==> src/rtl/sseg_arb_pkg.sv <==
// Shared types and helpers for the seven-segment display share arbiter:
// FSM state enum, blank patterns and the request pick functions.
package sseg_arb_pkg;

  typedef enum logic [1:0] {
    IDLE   = 2'd0,
    OWN    = 2'd1,
    SWITCH = 2'd2
  } arb_state_e;

  localparam logic [7:0] SSEG_BLANK = 8'hFF;
  localparam logic [3:0] AN_BLANK   = 4'hF;

  // Round-robin pick: search starts at the index after 'last' and wraps,
  // so 'last' itself is only chosen when it is the sole requester.
  function automatic logic [3:0] rr_pick(input logic [3:0] req,
                                         input logic [1:0] last,
                                         input int         n);
    logic [3:0] g;
    logic [1:0] idx;
    g = '0;
    for (int i = n; i >= 1; i--) begin
      idx = 2'((int'(last) + i) % n);
      if (req[idx]) g = 4'b0001 << idx;
    end
    return g;
  endfunction

  // Fixed priority pick: lowest active index wins.
  function automatic logic [3:0] fixed_pick(input logic [3:0] req);
    return req & (~req + 4'd1);
  endfunction

  // One-hot to binary index (lowest set bit wins if several are set).
  function automatic logic [1:0] onehot_idx(input logic [3:0] oh);
    logic [1:0] idx;
    idx = '0;
    for (int i = 3; i >= 0; i--) begin
      if (oh[i]) idx = 2'(i);
    end
    return idx;
  endfunction

endpackage

==> src/rtl/sseg_scan_timer.sv <==
// Free-running display scan counter; the top two bits select the digit.
module sseg_scan_timer
  import sseg_arb_pkg::*;
#(
  parameter int REFRESH_BITS = 18
) (
  input  logic       clk,
  input  logic       reset_n,
  output logic [1:0] digit
);

  logic [REFRESH_BITS-1:0] scan_cnt_q, scan_cnt_d;

  // Next count: wraps naturally, never cleared on ownership changes.
  always_comb begin
    scan_cnt_d = scan_cnt_q + REFRESH_BITS'(1);
  end

  // Scan counter register.
  always_ff @(posedge clk or negedge reset_n) begin
    if (!reset_n) scan_cnt_q <= '0;
    else          scan_cnt_q <= scan_cnt_d;
  end

  assign digit = scan_cnt_q[REFRESH_BITS-1:REFRESH_BITS-2];

endmodule

==> src/rtl/sseg_share_arb.sv <==
// Shares one 4-digit seven-segment display between N_REQ requesters.
// Grants one owner at a time with a minimum hold time, then scans the
// owner's four digit patterns onto an/sseg (registered one stage later).
// Build option: SSEG_ARB_FIXED_PRIO_EN selects lowest-index-wins
// arbitration instead of round-robin.
module sseg_share_arb
  import sseg_arb_pkg::*;
#(
  parameter int N_REQ        = 2,
  parameter int HOLD_CYC     = 50_000_000,
  parameter int REFRESH_BITS = 18
) (
  input  logic                 clk,
  input  logic                 reset_n,
  input  logic [N_REQ-1:0]     req,
  input  logic [32*N_REQ-1:0]  frame,
  output logic [N_REQ-1:0]     gnt,
  output logic                 busy,
  output logic [3:0]           an,
  output logic [7:0]           sseg
);

  localparam int HOLD_W = $clog2(HOLD_CYC + 1);

  arb_state_e        state_q, state_d;
  logic [1:0]        last_owner_q, last_owner_d;
  logic [HOLD_W-1:0] hold_cnt_q, hold_cnt_d;
  logic [3:0]        an_q, an_d;
  logic [7:0]        sseg_q, sseg_d;

  logic [1:0]        digit;
  logic [3:0]        req4;
  logic [3:0]        pick;
  logic [1:0]        win_idx;
  logic              any_req;
  logic              others;
  logic              expired;
  logic [31:0]       owner_word;

  sseg_scan_timer #(
    .REFRESH_BITS(REFRESH_BITS)
  ) u_scan (
    .clk    (clk),
    .reset_n(reset_n),
    .digit  (digit)
  );

  // Request conditioning and winner selection for the next grant.
  always_comb begin
    req4              = '0;
    req4[N_REQ-1:0]   = req;
    any_req           = |req;
    others            = 1'b0;
    for (int i = 0; i < N_REQ; i++) begin
      if (req[i] && (last_owner_q != 2'(i))) others = 1'b1;
    end
`ifdef SSEG_ARB_FIXED_PRIO_EN
    pick = fixed_pick(req4);
`else
    pick = rr_pick(req4, last_owner_q, N_REQ);
`endif
    win_idx = onehot_idx(pick);
    expired = (hold_cnt_q == HOLD_W'(HOLD_CYC));
  end

  // Ownership FSM: next state, owner index and saturating hold counter.
  always_comb begin
    state_d      = state_q;
    last_owner_d = last_owner_q;
    hold_cnt_d   = hold_cnt_q;
    case (state_q)
      IDLE: begin
        if (any_req) begin
          state_d      = OWN;
          last_owner_d = win_idx;
          hold_cnt_d   = '0;
        end
      end
      OWN: begin
        if (!req4[last_owner_q] || (expired && others)) begin
          state_d = SWITCH;
        end else if (!expired) begin
          hold_cnt_d = hold_cnt_q + HOLD_W'(1);
        end
      end
      SWITCH: begin
        if (any_req) begin
          state_d      = OWN;
          last_owner_d = win_idx;
          hold_cnt_d   = '0;
        end else begin
          state_d = IDLE;
        end
      end
      default: state_d = IDLE;
    endcase
  end

  // Display stage: pick the owner's byte for the current digit.
  always_comb begin
    owner_word = '0;
    for (int i = 0; i < N_REQ; i++) begin
      if (last_owner_q == 2'(i)) owner_word = frame[32*i +: 32];
    end
    an_d   = AN_BLANK;
    sseg_d = SSEG_BLANK;
    if (state_q == OWN) begin
      an_d = ~(4'b0001 << digit);
      case (digit)
        2'd0:    sseg_d = owner_word[7:0];
        2'd1:    sseg_d = owner_word[15:8];
        2'd2:    sseg_d = owner_word[23:16];
        default: sseg_d = owner_word[31:24];
      endcase
    end
  end

  // State, owner, hold counter and display registers.
  always_ff @(posedge clk or negedge reset_n) begin
    if (!reset_n) begin
      state_q      <= IDLE;
      last_owner_q <= 2'(N_REQ - 1);
      hold_cnt_q   <= '0;
      an_q         <= AN_BLANK;
      sseg_q       <= SSEG_BLANK;
    end else begin
      state_q      <= state_d;
      last_owner_q <= last_owner_d;
      hold_cnt_q   <= hold_cnt_d;
      an_q         <= an_d;
      sseg_q       <= sseg_d;
    end
  end

  // Grant decode straight from the state/owner registers.
  always_comb begin
    gnt = '0;
    for (int i = 0; i < N_REQ; i++) begin
      gnt[i] = (state_q == OWN) && (last_owner_q == 2'(i));
    end
  end

  assign busy = (state_q != IDLE);
  assign an   = an_q;
  assign sseg = sseg_q;

endmodule

==> config.mk <==
export PLATFORM = sky130hd
export DESIGN_NAME = sseg_share_arb
export DESIGN_NICKNAME = d
export VERILOG_FILES = /design/src/rtl/sseg_arb_pkg.sv /design/src/rtl/sseg_scan_timer.sv /design/src/rtl/sseg_share_arb.sv
export SDC_FILE = /design/constraint.sdc
export NUM_CORES = 1
export LEC_CHECK = 0
export BUFFER_PORTS_ARGS = -buffer_cell sky130_fd_sc_hd__buf_2
export CORE_MARGIN = 3
export CORE_UTILIZATION = 49
export DETAILED_ROUTE_END_ITERATION = 8
export PLACE_DENSITY_LB_ADDON = 0.12
export SLEW_MARGIN = 40
export SYNTH_ARGS = -nofsm -noshare
export SYNTH_HDL_FRONTEND = slang
export SYNTH_HIERARCHICAL = 1
export SYNTH_SLANG_ARGS = --single-unit
==> constraint.sdc <==
create_clock -name clk -period 1.86 [get_ports clk]
set_input_delay 0.465 -clock clk [delete_from_list [all_inputs] [get_ports clk]]
set_output_delay 0.465 -clock clk [all_outputs]
set_load 0.01 [all_outputs]
Yosys cells after proc, flatten, opt, wreduce, memory -nomap -nowiden --
Cells that the tools add are included.
Storage, ports and cells: register bits after elaboration 60, word-level logic and storage cells 76, bits in latches 0, memories kept 0, bits in read-only memories 0, output and inout port bits 15, RAM bits 0
Cells by class: mux-type cells 27, shift operators 3, multipliers 0, reduce and logical (&&, ||, !) cells 18, bitwise gates (word level) 3, divide/modulo/power cells 0, equal/unequal tests 12, $add $sub $neg 4, magnitude comparators 3
Operators by type and width (count):
- $mux W26 | 3
- $mux W32 | 2
- $pmux W26 S2 | 1
- $add A26 B1 Y26 const B | 1
- $eq A26 B26 Y1 const B | 1
- $pmux W8 S3 | 1
- $add A18 B1 Y18 const B | 1
- $mux W2 | 6
- $mux W4 | 3
- $shl A1 B2 Y4 const A | 3
- $lt A2 B3 Y1 const B | 3
- $mux W8 | 1
- $ne A2 B2 Y1 const B | 4
- $bmux W1 S2 | 3
- $eq A2 B1 Y1 const B | 3
- $logic_not A2 Y1 | 3
- $mux W1 | 6
- $pmux W2 S3 | 1
- $reduce_bool A2 Y1 | 3
- $logic_and A1 B1 Y1 | 5
- $eq A2 B2 Y1 const B | 2
- $ne A2 B1 Y1 const B | 2
- $not A4 Y4 | 1
- $reduce_and A2 Y1 | 2
- other kinds (6) | 9

Logic depth before layout (Yosys ltp) --
Gate-level depths: netlist (run 1).
depth in word-level cells 10, depth in mapped cells 8, depth with buffers taken out 6

Hierarchy --
The synthesis (run 1) kept the hierarchy.
By module, submodules not included:
- sseg_share_arb | area an instance 2702.6 µm², cells an instance 274, times used 1
- sseg_scan_timer | area an instance 792.0 µm², cells an instance 61, times used 1

Worst setup path after synthesis (run 1) --
No wires, ideal clock.
path kind register -> register, start reg last_owner_q[0], end reg hold_cnt_q[24], buffers on the path 1, data required time 1.723 ns, data arrival time 1.857 ns, stages on the path, launching flop included 7, clock period less this slack 1.994 ns, path slack -0.134 ns, cell sequence dfstp_2 buf_2 nor2_1 or3_4 or4_4 o211ai_2 o311ai_2
Between the ends: cells in the longest elaborated chain, start to end 8, elaborated cells on any way between the ends 13, classes of those cells eq/ne: 2; mux: 4; reduce/logical: 7
Ends and longest elaborated chain:
- from (decl) | line sseg_share_arb.sv:26 | logic [1:0] last_owner_q, last_owner_d;
- from (signal assigned) | line sseg_share_arb.sv:122 | last_owner_q <= 2'(N_REQ - 1);
- from (signal assigned) | line sseg_share_arb.sv:128 | last_owner_q <= last_owner_d;
- $reduce_bool A2 Y1 | line sseg_share_arb.sv:55 | if (req[i] && (last_owner_q != 2'(i))) others = 1'b1;
- $logic_and A1 B1 Y1 | line sseg_share_arb.sv:55
- $mux W1 (2 in a row) | line sseg_share_arb.sv:55
- $logic_and A1 B1 Y1 | line sseg_share_arb.sv:80 | if (!req4[last_owner_q] || (expired && others)) begin
- $logic_or A1 B1 Y1 * | line sseg_share_arb.sv:80
- $ne A2 B2 Y1 (no source line) *
- $reduce_and A4 Y1 (no source line) *
- to (signal assigned) | line sseg_share_arb.sv:129 | hold_cnt_q <= hold_cnt_d;
- to (decl) | line sseg_share_arb.sv:27 | logic [HOLD_W-1:0] hold_cnt_q, hold_cnt_d;
Every way passes the cells marked *; elsewhere a longest branch is shown, timed or not. The select of a mux whose other input is x is not followed. A chain may end at the register's enable or synchronous reset.

Final worst setup path (run 1) --
start reg hold_cnt_q[1], end reg hold_cnt_q[24]
Between the ends: cells in the longest elaborated chain, start to end 5, elaborated cells on any way between the ends 10, classes of those cells add/sub: 1; eq/ne: 3; mux: 3; reduce/logical: 3
Ends and longest elaborated chain:
- branches (longest 5 deep; another with $add A26 B1 Y26)
Several ways; the timed one is not identified. The select of a mux whose other input is x is not followed.

==> impl_metrics.xml, run 1 <==
<?xml version="1.0" encoding="UTF-8"?>
<metrics>
  <group name="final_layout">
    <metric name="fin_area" unit="µm²">4900</metric>
    <metric name="post_route_cells_drive_above_1_share" unit="">0.473</metric>
    <metric name="highest_count_cells_in_the_layout_ignoring_fill_and_taps" unit="">sky130_fd_sc_hd__buf_2, sky130_fd_sc_hd__buf_4, sky130_fd_sc_hd__dfrtp_1</metric>
    <metric name="area_growth_syn_to_layout" unit="%">40.1</metric>
    <metric name="design.final.nets" unit="">542</metric>
    <metric name="layout.cells.most_common" unit="">sky130_fd_sc_hd__buf_2</metric>
    <metric name="insertedDiodeCount" unit="">0</metric>
    <metric name="finalCoreUtilization" unit="">0.713</metric>
    <metric name="finish.cell_count_without_fillers" unit="">572</metric>
  </group>
  <group name="global_routing">
    <metric name="gr_overflow_total" unit="">0</metric>
    <metric name="largest_net_degree_at_the_start_of_global_routing" unit="">60</metric>
    <metric name="groute.usage.overall" unit="">0.229</metric>
    <metric name="grt_antenna_before_repair" unit="">0</metric>
    <metric name="grt_pass1_vias" unit="">3284</metric>
    <metric name="grt_first_pass_wirelength" unit="mm">15.0</metric>
  </group>
  <group name="worst_setup_path">
    <metric name="cp_slowest_cell" unit="">sky130_fd_sc_hd__or4_4</metric>
    <metric name="worst-path-buf-inv" unit="">0</metric>
    <metric name="worstPathCellList" unit="">ha_2 -&gt; nand3_2 -&gt; or3_4 -&gt; or4_4 -&gt; o211ai_2 -&gt; o311ai_2</metric>
    <metric name="slowest_delay" unit="ns">0.45</metric>
    <metric name="crit_required" unit="ns">2.06</metric>
    <metric name="start_kind" unit="">flop</metric>
    <metric name="crit_end_category" unit="">flop</metric>
    <metric name="timing.critical_path.max_delay_family" unit="">simple AND/OR/NAND/NOR gates</metric>
    <metric name="crit_type" unit="">reg2reg</metric>
    <metric name="path_max_fanout" unit="">2</metric>
    <metric name="worst_ep_arrival_time" unit="ns">2.16</metric>
  </group>
  <group name="sta">
    <metric name="unrepaired_setup_endpoints_after_global_routing" unit="">true</metric>
    <metric name="fmax" unit="MHz">512</metric>
    <metric name="finalSetupViolations" unit="">1</metric>
    <metric name="finalClockSkew" unit="ns">0.0143</metric>
    <metric name="whs" unit="ns">0.106</metric>
    <metric name="postLayoutSetupSlackWorst" unit="ns">-0.0923</metric>
    <metric name="slew_violations" unit="">0</metric>
    <metric name="timing.slew.headroom" unit="">0.565</metric>
    <metric name="post-route-min-period" unit="ns">1.95</metric>
    <metric name="worst_slew_pin_slew" unit="ns">0.652</metric>
    <metric name="min_period_over_period" unit="">1.05</metric>
    <metric name="setup-tns-final" unit="ns">-0.0923</metric>
    <metric name="final_hold_viol_count" unit="">0</metric>
  </group>
  <group name="die">
    <metric name="row_count" unit="">30</metric>
    <metric name="die_area" unit="µm²">8180</metric>
    <metric name="pin_count" unit="">83</metric>
    <metric name="floorplan.die.width" unit="µm">90.5</metric>
    <metric name="initial_utilization" unit="">0.509</metric>
    <metric name="core-area" unit="µm²">6870</metric>
    <metric name="die_height" unit="µm">90.5</metric>
  </group>
  <group name="min_path">
    <metric name="min_path_type" unit="">in2async</metric>
  </group>
  <group name="detailed_routing">
    <metric name="met3RoutedLength" unit="µm">550</metric>
    <metric name="routed-wl-met2" unit="mm">4.69</metric>
    <metric name="routed_via_density" unit="">5.62</metric>
    <metric name="avgRoutedWirePerCell" unit="µm">15.8</metric>
    <metric name="first_iter_violations" unit="">159</metric>
    <metric name="routed.top_layer" unit="">met4</metric>
    <metric name="vias" unit="">3214</metric>
    <metric name="first_pass_iters" unit="">4</metric>
    <metric name="detail_route.wirelength.met1" unit="mm">3.62</metric>
    <metric name="route.final.wire_length" unit="mm">9.01</metric>
    <metric name="drc" unit="">0</metric>
    <metric name="antenna_left" unit="">0</metric>
  </group>
  <group name="place">
    <metric name="gpl.final_weighted_congestion" unit="">0.922</metric>
    <metric name="hpwlAfterDp" unit="mm">6.18</metric>
    <metric name="placed_cells" unit="">540</metric>
    <metric name="cell_area_after_placement" unit="µm²">4340</metric>
    <metric name="port_buffers" unit="">82</metric>
    <metric name="placement.setup.worst_slack" unit="ns">-0.0773</metric>
  </group>
  <group name="synth">
    <metric name="seq_area_frac_synth" unit="">0.427</metric>
    <metric name="synth_edf_count" unit="">0</metric>
    <metric name="yosys_warn_count" unit="">6</metric>
    <metric name="synth_cell_types" unit="">52</metric>
    <metric name="syn_avg_cell_area" unit="µm²">10.4</metric>
    <metric name="async_flop_share" unit="">1.00</metric>
    <metric name="yosys_most_used_dff" unit="">sky130_fd_sc_hd__dfrtp_1</metric>
    <metric name="ys_seq_elements" unit="">59</metric>
    <metric name="synth_cells" unit="">335</metric>
    <metric name="synth.net_count" unit="">406</metric>
    <metric name="mappedNetlistArea" unit="µm²">3490</metric>
  </group>
  <group name="power">
    <metric name="totalPowerFinal" unit="mW">4.73</metric>
    <metric name="power.leakage" unit="nW">2.22</metric>
    <metric name="pwr_density_cell" unit="nW/µm²">966</metric>
    <metric name="ir_worst_vdd" unit="mV">0.627</metric>
  </group>
  <group name="clocking">
    <metric name="root_buffer" unit="">sky130_fd_sc_hd__clkbuf_8</metric>
    <metric name="clock_sinks" unit="">59</metric>
    <metric name="cts_hold_buf" unit="">0</metric>
    <metric name="path_clk_slew" unit="ns">0.07</metric>
    <metric name="tritoncts" unit="">built</metric>
    <metric name="cts_inserted_buffers" unit="">9</metric>
    <metric name="htree_num_levels" unit="">3</metric>
    <metric name="cts-root-to-sink-buffers" unit="">2</metric>
    <metric name="clkLatencyLatePin" unit="ns">0.34</metric>
  </group>
  <group name="run_status">
    <metric name="violated_checks" unit="">setup timing</metric>
    <metric name="outcome" unit="">finished, violations left</metric>
  </group>
  <group name="flow_run">
    <metric name="maxCapViolations" unit="">0</metric>
  </group>
</metrics>
-- cell usage after synthesis, types with 5 or more instances --
cell	number	area share
sky130_fd_sc_hd__nand2_1	43	0.046
sky130_fd_sc_hd__a31oi_1	5	0.0090
sky130_fd_sc_hd__nand4_1	11	0.020
sky130_fd_sc_hd__dfrtp_1	46	0.33
sky130_fd_sc_hd__a21oi_1	7	0.010
sky130_fd_sc_hd__o21ai_0	12	0.017
sky130_fd_sc_hd__nor4_1	8	0.014
sky130_fd_sc_hd__or3_1	6	0.011
sky130_fd_sc_hd__and4_1	5	0.013
sky130_fd_sc_hd__xnor2_1	16	0.040
sky130_fd_sc_hd__mux2i_1	12	0.034
sky130_fd_sc_hd__mux4_2	16	0.10
sky130_fd_sc_hd__nor3_1	6	0.0086
sky130_fd_sc_hd__inv_1	6	0.0064
sky130_fd_sc_hd__nor2_1	15	0.016
sky130_fd_sc_hd__dfstp_2	13	0.098
sky130_fd_sc_hd__clkbuf_1	9	0.0097
sky130_fd_sc_hd__buf_2	7	0.010
sky130_fd_sc_hd__nand3_1	22	0.032
sky130_fd_sc_hd__xor2_1	6	0.015
sky130_fd_sc_hd__and3_1	8	0.014
-- metal layers --
| metal | track usage | up-vias |
|---|---|---|
| met2 | 0.395 | 119 |
| met4 | 0.0714 | 0 |
| li1 | - | 1522 |
| met5 | 0 | - |
| met3 | 0.0725 | 16 |
| met1 | 0.272 | 1557 |
-- worst register-to-register path, stage by stage, from the launching register on --
cell	delay (ns)
sky130_fd_sc_hd__dfrtp_1	0.38
sky130_fd_sc_hd__ha_2	0.21
sky130_fd_sc_hd__nand3_2	0.09
sky130_fd_sc_hd__or3_4	0.33
sky130_fd_sc_hd__or4_4	0.45
sky130_fd_sc_hd__o211ai_2	0.22
sky130_fd_sc_hd__o311ai_2	0.14
-- final timing paths --
| path | from | endpoint | slack (ns) | cells past startpoint |
|---|---|---|---|---|
| hold / removal | reset_n | hold_cnt_q[13] | 0.11 | 2 |
| max in group asynchronous | reset_n | last_owner_q[0] | 1.43 | 2 |
| setup / recovery | hold_cnt_q[1] | hold_cnt_q[24] | -0.09 | 6 |
| hold reg to reg | u_scan/scan_cnt_q[12] | u_scan/scan_cnt_q[12] | 0.47 | 1 |
| setup reg to reg | hold_cnt_q[1] | hold_cnt_q[24] | -0.09 | 6 |
| min in group clk | req[1] | last_owner_q[0] | 0.44 | 3 |
-- cell families after synthesis --
group | synth area share
AND/OR/NAND/NOR | 0.246
buffers and inverters | 0.0337
AO/OA/AOI/OAI | 0.0902
adder cells (fa/ha/maj) | 0.0107
multiplexers | 0.137
XOR/XNOR | 0.0551
flip-flops | 0.427
-- registers in the layout, summed over array words and instances (netlist names) --
signal / flops
sseg: 8
u_scan/scan_cnt_q: 18
last_owner_q: 1
an: 4
state_q: 2
hold_cnt_q: 26
-- what timing repair did --
| action | CTS | global route |
|---|---|---|
| setup buffers | 6 | 11 |
| cloned | 1 | 0 |
| pin swaps | 2 | 10 |
| resized for setup | 12 | 31 |
| endpoints found under the setup margin | 5 | 29 |
-- report_power, final --
group,internal (mW),total (mW),switching (mW),leakage [nW]
combinational,0.965,1.92,0.958,1.37
clock,0.624,1.19,0.568,0.0958
sequential,1.52,1.62,0.0975,0.757
total,3.11,4.73,1.62,2.22
-- layout make-up --
| type | instances | area [µm²] |
|---|---|---|
| clock buffer | 9 | 124 |
| clock inverter | 7 | 76.3 |
| fill | 505 | 1970 |
| inverter | 6 | 22.5 |
| multi-input combinational | 249 | 2050 |
| sequential | 59 | 1490 |
| tap | 96 | 120 |
| timing repair buffer | 146 | 1010 |
No activity file was read; power rests on OpenSTA's default activity.
==> inputs of run 2 (changes only) <==
--- a/config.mk
+++ b/config.mk
@@ -6,9 +6,11 @@
 export NUM_CORES = 1
 export LEC_CHECK = 0
 export BUFFER_PORTS_ARGS = -buffer_cell sky130_fd_sc_hd__buf_2
+export CORE_ASPECT_RATIO = 0.7
 export CORE_MARGIN = 3
 export CORE_UTILIZATION = 49
 export DETAILED_ROUTE_END_ITERATION = 8
+export HOLD_SLACK_MARGIN = 0.12
 export PLACE_DENSITY_LB_ADDON = 0.12
 export SLEW_MARGIN = 40
 export SYNTH_ARGS = -nofsm -noshare
==> impl_metrics.xml, run 2 (same netlist as run 1, synthesis figures left out) <==
<?xml version="1.0" encoding="UTF-8"?>
<metrics>
  <group name="worst_setup_path">
    <metric name="cp_slowest_cell" unit="">sky130_fd_sc_hd__dfstp_2</metric>
    <metric name="worst_ep_arrival_time" unit="ns">1.36</metric>
    <metric name="crit_required" unit="ns">1.39</metric>
    <metric name="crit_type" unit="">reg2out</metric>
    <metric name="timing.critical_path.max_delay_family" unit="">flip-flops</metric>
    <metric name="worst_reg2reg_startpoint" unit="">hold_cnt_q[1]</metric>
    <metric name="path_max_fanout" unit="">5</metric>
    <metric name="worstPathCellList" unit="">buf_6 -&gt; buf_12 -&gt; and2_4 -&gt; buf_6</metric>
    <metric name="rr_endpoint" unit="">hold_cnt_q[24]</metric>
    <metric name="r2r.worst_path.cells" unit="">6</metric>
    <metric name="slowest_delay" unit="ns">0.57</metric>
    <metric name="reg2reg_slack" unit="ns">0.05</metric>
    <metric name="crit_end_category" unit="">primary output</metric>
    <metric name="cpMostUsedCell" unit="">sky130_fd_sc_hd__buf_6</metric>
    <metric name="worst-path-buf-inv" unit="">3</metric>
    <metric name="start_kind" unit="">flop</metric>
  </group>
  <group name="final_layout">
    <metric name="highest_count_cells_in_the_layout_ignoring_fill_and_taps" unit="">sky130_fd_sc_hd__buf_2, sky130_fd_sc_hd__buf_4, sky130_fd_sc_hd__dfrtp_1</metric>
    <metric name="largest_register_by_flop_count" unit="">hold_cnt_q</metric>
    <metric name="finalCoreUtilization" unit="">0.713</metric>
    <metric name="largest_reg_flops" unit="">26</metric>
    <metric name="area_occupied_by_multi_input_gates" unit="µm²">2020</metric>
    <metric name="fill_cells" unit="">521</metric>
    <metric name="layout.cells.most_common" unit="">sky130_fd_sc_hd__buf_2</metric>
    <metric name="finish.cell_count_without_fillers" unit="">570</metric>
    <metric name="insertedDiodeCount" unit="">0</metric>
    <metric name="design.final.nets" unit="">542</metric>
    <metric name="post_route_cells_drive_above_1_share" unit="">0.475</metric>
    <metric name="area_growth_syn_to_layout" unit="%">39.2</metric>
    <metric name="final-seq-area" unit="µm²">1490</metric>
  </group>
  <group name="die">
    <metric name="die_height" unit="µm">76.7</metric>
    <metric name="core-area" unit="µm²">6820</metric>
    <metric name="row_count" unit="">25</metric>
    <metric name="pin_count" unit="">83</metric>
    <metric name="die_area" unit="µm²">8200</metric>
    <metric name="floorplan.die.width" unit="µm">107</metric>
    <metric name="initial_utilization" unit="">0.512</metric>
  </group>
  <group name="detailed_routing">
    <metric name="drc" unit="">0</metric>
    <metric name="antenna_left" unit="">0</metric>
    <metric name="avgRoutedWirePerCell" unit="µm">16.3</metric>
    <metric name="route.final.wire_length" unit="mm">9.31</metric>
    <metric name="first_pass_iters" unit="">4</metric>
    <metric name="first_iter_violations" unit="">169</metric>
    <metric name="routed_via_density" unit="">5.61</metric>
    <metric name="vias" unit="">3199</metric>
  </group>
  <group name="clocking">
    <metric name="htree_num_levels" unit="">3</metric>
    <metric name="path_clk_slew" unit="ns">0.07</metric>
    <metric name="clkLatencyLatePin" unit="ns">0.34</metric>
    <metric name="tritoncts" unit="">built</metric>
    <metric name="cts_inserted_buffers" unit="">9</metric>
    <metric name="root_buffer" unit="">sky130_fd_sc_hd__clkbuf_8</metric>
    <metric name="cts-root-to-sink-buffers" unit="">2</metric>
    <metric name="clock_sinks" unit="">59</metric>
  </group>
  <group name="min_path">
    <metric name="min_path_type" unit="">reg2reg</metric>
    <metric name="count_of_cells_along_the_worst_hold_path" unit="">1</metric>
    <metric name="hold_end" unit="">u_scan/scan_cnt_q[0]</metric>
    <metric name="hp-start" unit="">u_scan/scan_cnt_q[0]</metric>
  </group>
  <group name="place">
    <metric name="placed_cells" unit="">540</metric>
    <metric name="hpwlAfterDp" unit="mm">6.68</metric>
    <metric name="port_buffers" unit="">82</metric>
    <metric name="gpl.final_weighted_congestion" unit="">0.847</metric>
  </group>
  <group name="sta">
    <metric name="finalSetupViolations" unit="">0</metric>
    <metric name="fmax" unit="MHz">548</metric>
    <metric name="final_hold_viol_count" unit="">0</metric>
    <metric name="slew_violations" unit="">0</metric>
    <metric name="post-route-min-period" unit="ns">1.82</metric>
    <metric name="worst_slew_pin_slew" unit="ns">0.711</metric>
    <metric name="finalClockSkew" unit="ns">0.0136</metric>
    <metric name="unrepaired_setup_endpoints_after_global_routing" unit="">true</metric>
    <metric name="timing.slew.headroom" unit="">0.526</metric>
    <metric name="min_period_over_period" unit="">0.981</metric>
    <metric name="setup-tns-final" unit="ns">0</metric>
  </group>
  <group name="global_routing">
    <metric name="grt_pass1_vias" unit="">3003</metric>
    <metric name="grt_first_pass_wirelength" unit="mm">15.0</metric>
    <metric name="largest_net_degree_at_the_start_of_global_routing" unit="">60</metric>
    <metric name="gr_overflow_total" unit="">0</metric>
    <metric name="grt_antenna_before_repair" unit="">0</metric>
    <metric name="groute.usage.overall" unit="">0.230</metric>
  </group>
  <group name="power">
    <metric name="ir_worst_vdd" unit="mV">0.608</metric>
    <metric name="totalPowerFinal" unit="mW">4.85</metric>
    <metric name="power.leakage" unit="nW">2.21</metric>
    <metric name="pwr_density_cell" unit="nW/µm²">996</metric>
  </group>
  <group name="flow_run">
    <metric name="maxCapViolations" unit="">0</metric>
  </group>
  <group name="run_status">
    <metric name="outcome" unit="">completed</metric>
  </group>
</metrics>
==> run 2: layout make-up <==
cell class | instances | share of cell area
Sequential cell | 59 | 0.307
Timing Repair Buffer | 146 | 0.203
Clock buffer | 9 | 0.0255
Multi-Input combinational cell | 249 | 0.415
Inverter | 6 | 0.00463
Clock inverter | 7 | 0.0206
Tap cell | 94 | 0.0242
==> run 2: how the worst max path moves through the flow <==
stage | from | end | depth (start not counted)
floorplan | last_owner_q[0] | hold_cnt_q[24] | 6
global placement | req[0] | hold_cnt_q[21] | 7
detailed placement | hold_cnt_q[4] | hold_cnt_q[1] | 6
CTS | last_owner_q[0] | gnt[1] | 4
global route | hold_cnt_q[8] | hold_cnt_q[1] | 6
finish | last_owner_q[0] | gnt[1] | 4
==> run 2: through the flow <==
step,setup WS (ns),instance area (µm²),hold slack [ns]
floorplan,-0.00809,3510,0.169
global placement,-0.0596,4370,0.455
detailed placement,-0.0964,4370,0.459
CTS,-0.0285,4680,0.451
global route,-0.0617,4860,0.475
finish,0.0355,4860,0.469
==> run 2: report_power, final <==
part	internal, mW	total [mW]	switching, mW
clock	0.763	1.32	0.560
combinational	0.946	1.89	0.945
sequential	1.52	1.63	0.112
total	3.23	4.85	1.62
==> run 2: what timing repair did <==
item                                    4_1_cts  5_1_grt
setup buffers                                 4        9
hold endpoints to repair                     12        0
hold buffers                                  1        0
resized for setup                             9       28
endpoints found under the setup margin        9       22
pin swaps                                     1        8
==> run 2: routing by layer <==
metal	wire length, µm	part of all wire	vias to the layer above	track usage
met2	4460	0.48	68	0.342
met1	4330	0.47	1594	0.347
met3	408	0.044	15	0.0479
li1	-	-	1522	-
met4	108	0.012	0	0.0562
met5	0	0	-	0
==> run 2: worst register-to-register path: stages, from the launching register on <==
cell	delay [ns]
sky130_fd_sc_hd__dfrtp_1	0.35
sky130_fd_sc_hd__ha_2	0.20
sky130_fd_sc_hd__nand3_2	0.09
sky130_fd_sc_hd__or3_4	0.34
sky130_fd_sc_hd__or4_4	0.44
sky130_fd_sc_hd__o211ai_2	0.16
sky130_fd_sc_hd__o311ai_2	0.11
==> inputs of run 3 (changes only) <==
--- a/config.mk
+++ b/config.mk
@@ -5,10 +5,11 @@
 export SDC_FILE = /design/constraint.sdc
 export NUM_CORES = 1
 export LEC_CHECK = 0
+export ABC_AREA = 1
 export BUFFER_PORTS_ARGS = -buffer_cell sky130_fd_sc_hd__buf_2
 export CORE_ASPECT_RATIO = 0.7
 export CORE_MARGIN = 3
-export CORE_UTILIZATION = 49
+export CORE_UTILIZATION = 50
 export DETAILED_ROUTE_END_ITERATION = 8
 export HOLD_SLACK_MARGIN = 0.12
 export PLACE_DENSITY_LB_ADDON = 0.12
==> impl_metrics.xml, run 3 <==
<?xml version="1.0" encoding="UTF-8"?>
<metrics>
  <group name="run_status">
    <metric name="outcome" unit="">completed</metric>
  </group>
  <group name="worst_setup_path">
    <metric name="cp_slowest_cell" unit="">sky130_fd_sc_hd__dfrtp_1</metric>
    <metric name="crit_end_category" unit="">primary output</metric>
    <metric name="worst_ep_arrival_time" unit="ns">1.35</metric>
    <metric name="start_kind" unit="">flop</metric>
    <metric name="slowest_delay" unit="ns">0.37</metric>
    <metric name="path_max_fanout" unit="">5</metric>
    <metric name="crit_type" unit="">reg2out</metric>
    <metric name="worstPathCellList" unit="">inv_2 -&gt; nor2_4 -&gt; clkinvlp_4 -&gt; nor2_2 -&gt; buf_2</metric>
    <metric name="crit_required" unit="ns">1.39</metric>
  </group>
  <group name="place">
    <metric name="cell_area_after_placement" unit="µm²">4440</metric>
    <metric name="gpl.final_weighted_congestion" unit="">0.949</metric>
    <metric name="port_buffers" unit="">82</metric>
    <metric name="hpwlAfterDp" unit="mm">7.36</metric>
  </group>
  <group name="sta">
    <metric name="worst_slew_pin_slew" unit="ns">0.499</metric>
    <metric name="unrepaired_setup_endpoints_after_global_routing" unit="">true</metric>
    <metric name="min_period_over_period" unit="">0.978</metric>
    <metric name="slew_violations" unit="">0</metric>
    <metric name="finalClockSkew" unit="ns">0.00906</metric>
    <metric name="finalSetupViolations" unit="">0</metric>
    <metric name="timing.slew.headroom" unit="">0.668</metric>
    <metric name="final_hold_viol_count" unit="">0</metric>
    <metric name="fmax" unit="MHz">550</metric>
    <metric name="post-route-min-period" unit="ns">1.82</metric>
  </group>
  <group name="synth">
    <metric name="synthMuxAreaShare" unit="">0</metric>
    <metric name="syn_avg_cell_area" unit="µm²">7.00</metric>
    <metric name="yosys_most_used_dff" unit="">sky130_fd_sc_hd__dfrtp_1</metric>
    <metric name="ys_seq_elements" unit="">59</metric>
    <metric name="yosys_warn_count" unit="">6</metric>
    <metric name="synth-compound-area-share" unit="">0.106</metric>
    <metric name="seq_area_frac_synth" unit="">0.385</metric>
    <metric name="post_synth_most_frequent_cells" unit="">sky130_fd_sc_hd__nand2_1, sky130_fd_sc_hd__nor2_1, sky130_fd_sc_hd__o21ai_0</metric>
    <metric name="combinational_family_with_the_most_area_after_synthesis" unit="">simple AND/OR/NAND/NOR gates</metric>
    <metric name="synth_cell_types" unit="">39</metric>
    <metric name="netlist.top_cell.by_area" unit="">sky130_fd_sc_hd__dfrtp_1</metric>
    <metric name="synth_xor_xnor_area_share" unit="">0.0249</metric>
    <metric name="post-synth-top-area-fraction" unit="">0.297</metric>
    <metric name="synth_fa_ha_area_frac" unit="">0.00968</metric>
    <metric name="synthMostInstantiatedCell" unit="">sky130_fd_sc_hd__nand2_1</metric>
    <metric name="synthSimpleGateAreaFrac" unit="">0.395</metric>
    <metric name="yosys-top-cells-area" unit="">sky130_fd_sc_hd__dfrtp_1, sky130_fd_sc_hd__nand2_1, sky130_fd_sc_hd__nor2_1, sky130_fd_sc_hd__dfstp_2, sky130_fd_sc_hd__o21ai_0</metric>
    <metric name="synth.net_count" unit="">625</metric>
    <metric name="async_flop_share" unit="">1.00</metric>
    <metric name="synth_cells" unit="">554</metric>
    <metric name="synth_edf_count" unit="">0</metric>
    <metric name="mappedNetlistArea" unit="µm²">3880</metric>
  </group>
  <group name="die">
    <metric name="die_area" unit="µm²">8860</metric>
    <metric name="core-area" unit="µm²">7420</metric>
    <metric name="pin_count" unit="">83</metric>
    <metric name="die_height" unit="µm">79.7</metric>
    <metric name="initial_utilization" unit="">0.523</metric>
    <metric name="row_count" unit="">26</metric>
    <metric name="floorplan.die.width" unit="µm">111</metric>
  </group>
  <group name="final_layout">
    <metric name="design.final.nets" unit="">732</metric>
    <metric name="layout.cells.most_common" unit="">sky130_fd_sc_hd__nand2_1</metric>
    <metric name="highest_count_cells_in_the_layout_ignoring_fill_and_taps" unit="">sky130_fd_sc_hd__nand2_1, sky130_fd_sc_hd__nor2_1, sky130_fd_sc_hd__buf_2</metric>
    <metric name="fin_area" unit="µm²">4760</metric>
    <metric name="area_growth_syn_to_layout" unit="%">22.8</metric>
    <metric name="largest_register_by_flop_count" unit="">hold_cnt_q</metric>
    <metric name="fill_cells" unit="">660</metric>
    <metric name="post_route_cells_drive_above_1_share" unit="">0.270</metric>
    <metric name="insertedDiodeCount" unit="">0</metric>
    <metric name="largest_reg_flops" unit="">26</metric>
  </group>
  <group name="detailed_routing">
    <metric name="first_pass_iters" unit="">5</metric>
    <metric name="routed.top_layer" unit="">met4</metric>
    <metric name="antenna_left" unit="">0</metric>
    <metric name="detail_route.wirelength.met1" unit="mm">5.06</metric>
    <metric name="routed-wl-met2" unit="mm">4.55</metric>
    <metric name="drc" unit="">0</metric>
    <metric name="met3RoutedLength" unit="µm">817</metric>
    <metric name="routed_via_density" unit="">5.23</metric>
    <metric name="vias" unit="">3994</metric>
    <metric name="route.final.wire_length" unit="mm">10.5</metric>
    <metric name="avgRoutedWirePerCell" unit="µm">13.8</metric>
    <metric name="first_iter_violations" unit="">347</metric>
  </group>
  <group name="power">
    <metric name="ir_worst_vdd" unit="mV">0.596</metric>
    <metric name="power.leakage" unit="nW">2.32</metric>
    <metric name="totalPowerFinal" unit="mW">4.50</metric>
    <metric name="pwr_density_cell" unit="nW/µm²">946</metric>
  </group>
  <group name="global_routing">
    <metric name="largest_net_degree_at_the_start_of_global_routing" unit="">28</metric>
    <metric name="grt_antenna_before_repair" unit="">0</metric>
    <metric name="groute.usage.overall" unit="">0.237</metric>
    <metric name="grt_first_pass_wirelength" unit="mm">17.0</metric>
    <metric name="gr_overflow_total" unit="">0</metric>
    <metric name="grt_pass1_vias" unit="">3549</metric>
  </group>
  <group name="clocking">
    <metric name="tritoncts" unit="">built</metric>
    <metric name="cts_inserted_buffers" unit="">9</metric>
    <metric name="path_clk_slew" unit="ns">0.07</metric>
    <metric name="root_buffer" unit="">sky130_fd_sc_hd__clkbuf_8</metric>
    <metric name="clkLatencyLatePin" unit="ns">0.35</metric>
    <metric name="clock_sinks" unit="">59</metric>
    <metric name="cts-root-to-sink-buffers" unit="">2</metric>
    <metric name="htree_num_levels" unit="">3</metric>
  </group>
  <group name="flow_run">
    <metric name="maxCapViolations" unit="">0</metric>
  </group>
  <group name="min_path">
    <metric name="min_path_type" unit="">in2reg</metric>
  </group>
</metrics>
## run 3: cell types whose count changed in the layout (fill, tap and decap cells not counted), sizes merged, moves of 20 or more
cell,delta
buf,-34
inv,+40
nand2,+109
nand3,+20
nor2,+97
o21ai,+39
## run 3: layout make-up
class | instances | area, µm² | area share
clock buffers | 9 | 124 | 0.0260
clock inverters | 7 | 45.0 | 0.00946
inverters | 49 | 188 | 0.0394
multi-input cells | 429 | 2110 | 0.443
flip-flops and latches | 59 | 1490 | 0.314
well taps | 98 | 123 | 0.0258
repair buffers | 112 | 671 | 0.141
repair inverters | 1 | 5.00 | 0.00105
## run 3: per-stage QoR
step           worst slack, ns  hold WS, ns  utilization  TNS [ns]  instances
5_1_grt                -0.0536        0.374        0.642    -0.112        764
3_3_place_gp             0.194        0.460        0.599         0        734
2_1_floorplan            0.262        0.169            -         0        554
4_1_cts                0.00134        0.370        0.625         0        752
3_5_place_dp             0.106        0.462        0.599         0        734
6_report                0.0418        0.380        0.642         0        764
## run 3: power by group
| part | internal (mW) | switching [mW] |
|---|---|---|
| registers | 1.48 | 0.0622 |
| clock network | 0.474 | 0.561 |
| logic | 0.742 | 1.19 |
## run 3: final timing paths
check                           cells after the start                 start  slack [ns]              endpoint
max in group asynchronous                           3               reset_n        0.67         hold_cnt_q[7]
worst min-delay path                                3             frame[58]        0.38               sseg[2]
worst max-delay path                                5            state_q[0]        0.04                gnt[1]
worst min register to register                      1  u_scan/scan_cnt_q[5]        0.49  u_scan/scan_cnt_q[5]
min in group asynchronous                           2               reset_n        0.61        hold_cnt_q[16]
worst max register to register                      6       last_owner_q[0]        0.14         hold_cnt_q[0]
## run 3: per-layer routing
| layer | global-route usage | vias up |
|---|---|---|
| met1 | 0.342 | 1834 |
| met4 | 0.0583 | 0 |
| met2 | 0.348 | 155 |
| met5 | 0 | - |
| li1 | - | 1993 |
| met3 | 0.0735 | 12 |
## run 3: logic make-up after synthesis
family,count (synthesis)
simple gates,339
fa+ha+maj,3
flops,59
compound gates,75
buf+inv,67
xor+xnor,11
## run 3: critical path, delay by kind of cell, from the launching register on
kind                   cells  cell delay [ns]
buffers and inverters      3             0.37
flip-flops                 1             0.37
AND/OR/NAND/NOR            2             0.26
## run 3: repair_timing
action	in CTS	in global routing
cloned	0	2
resized for setup	1	14
hold endpoints to repair	7	0
pin swaps	0	4
hold buffers	1	0
endpoints found under the setup margin	1	12
setup buffers	1	10
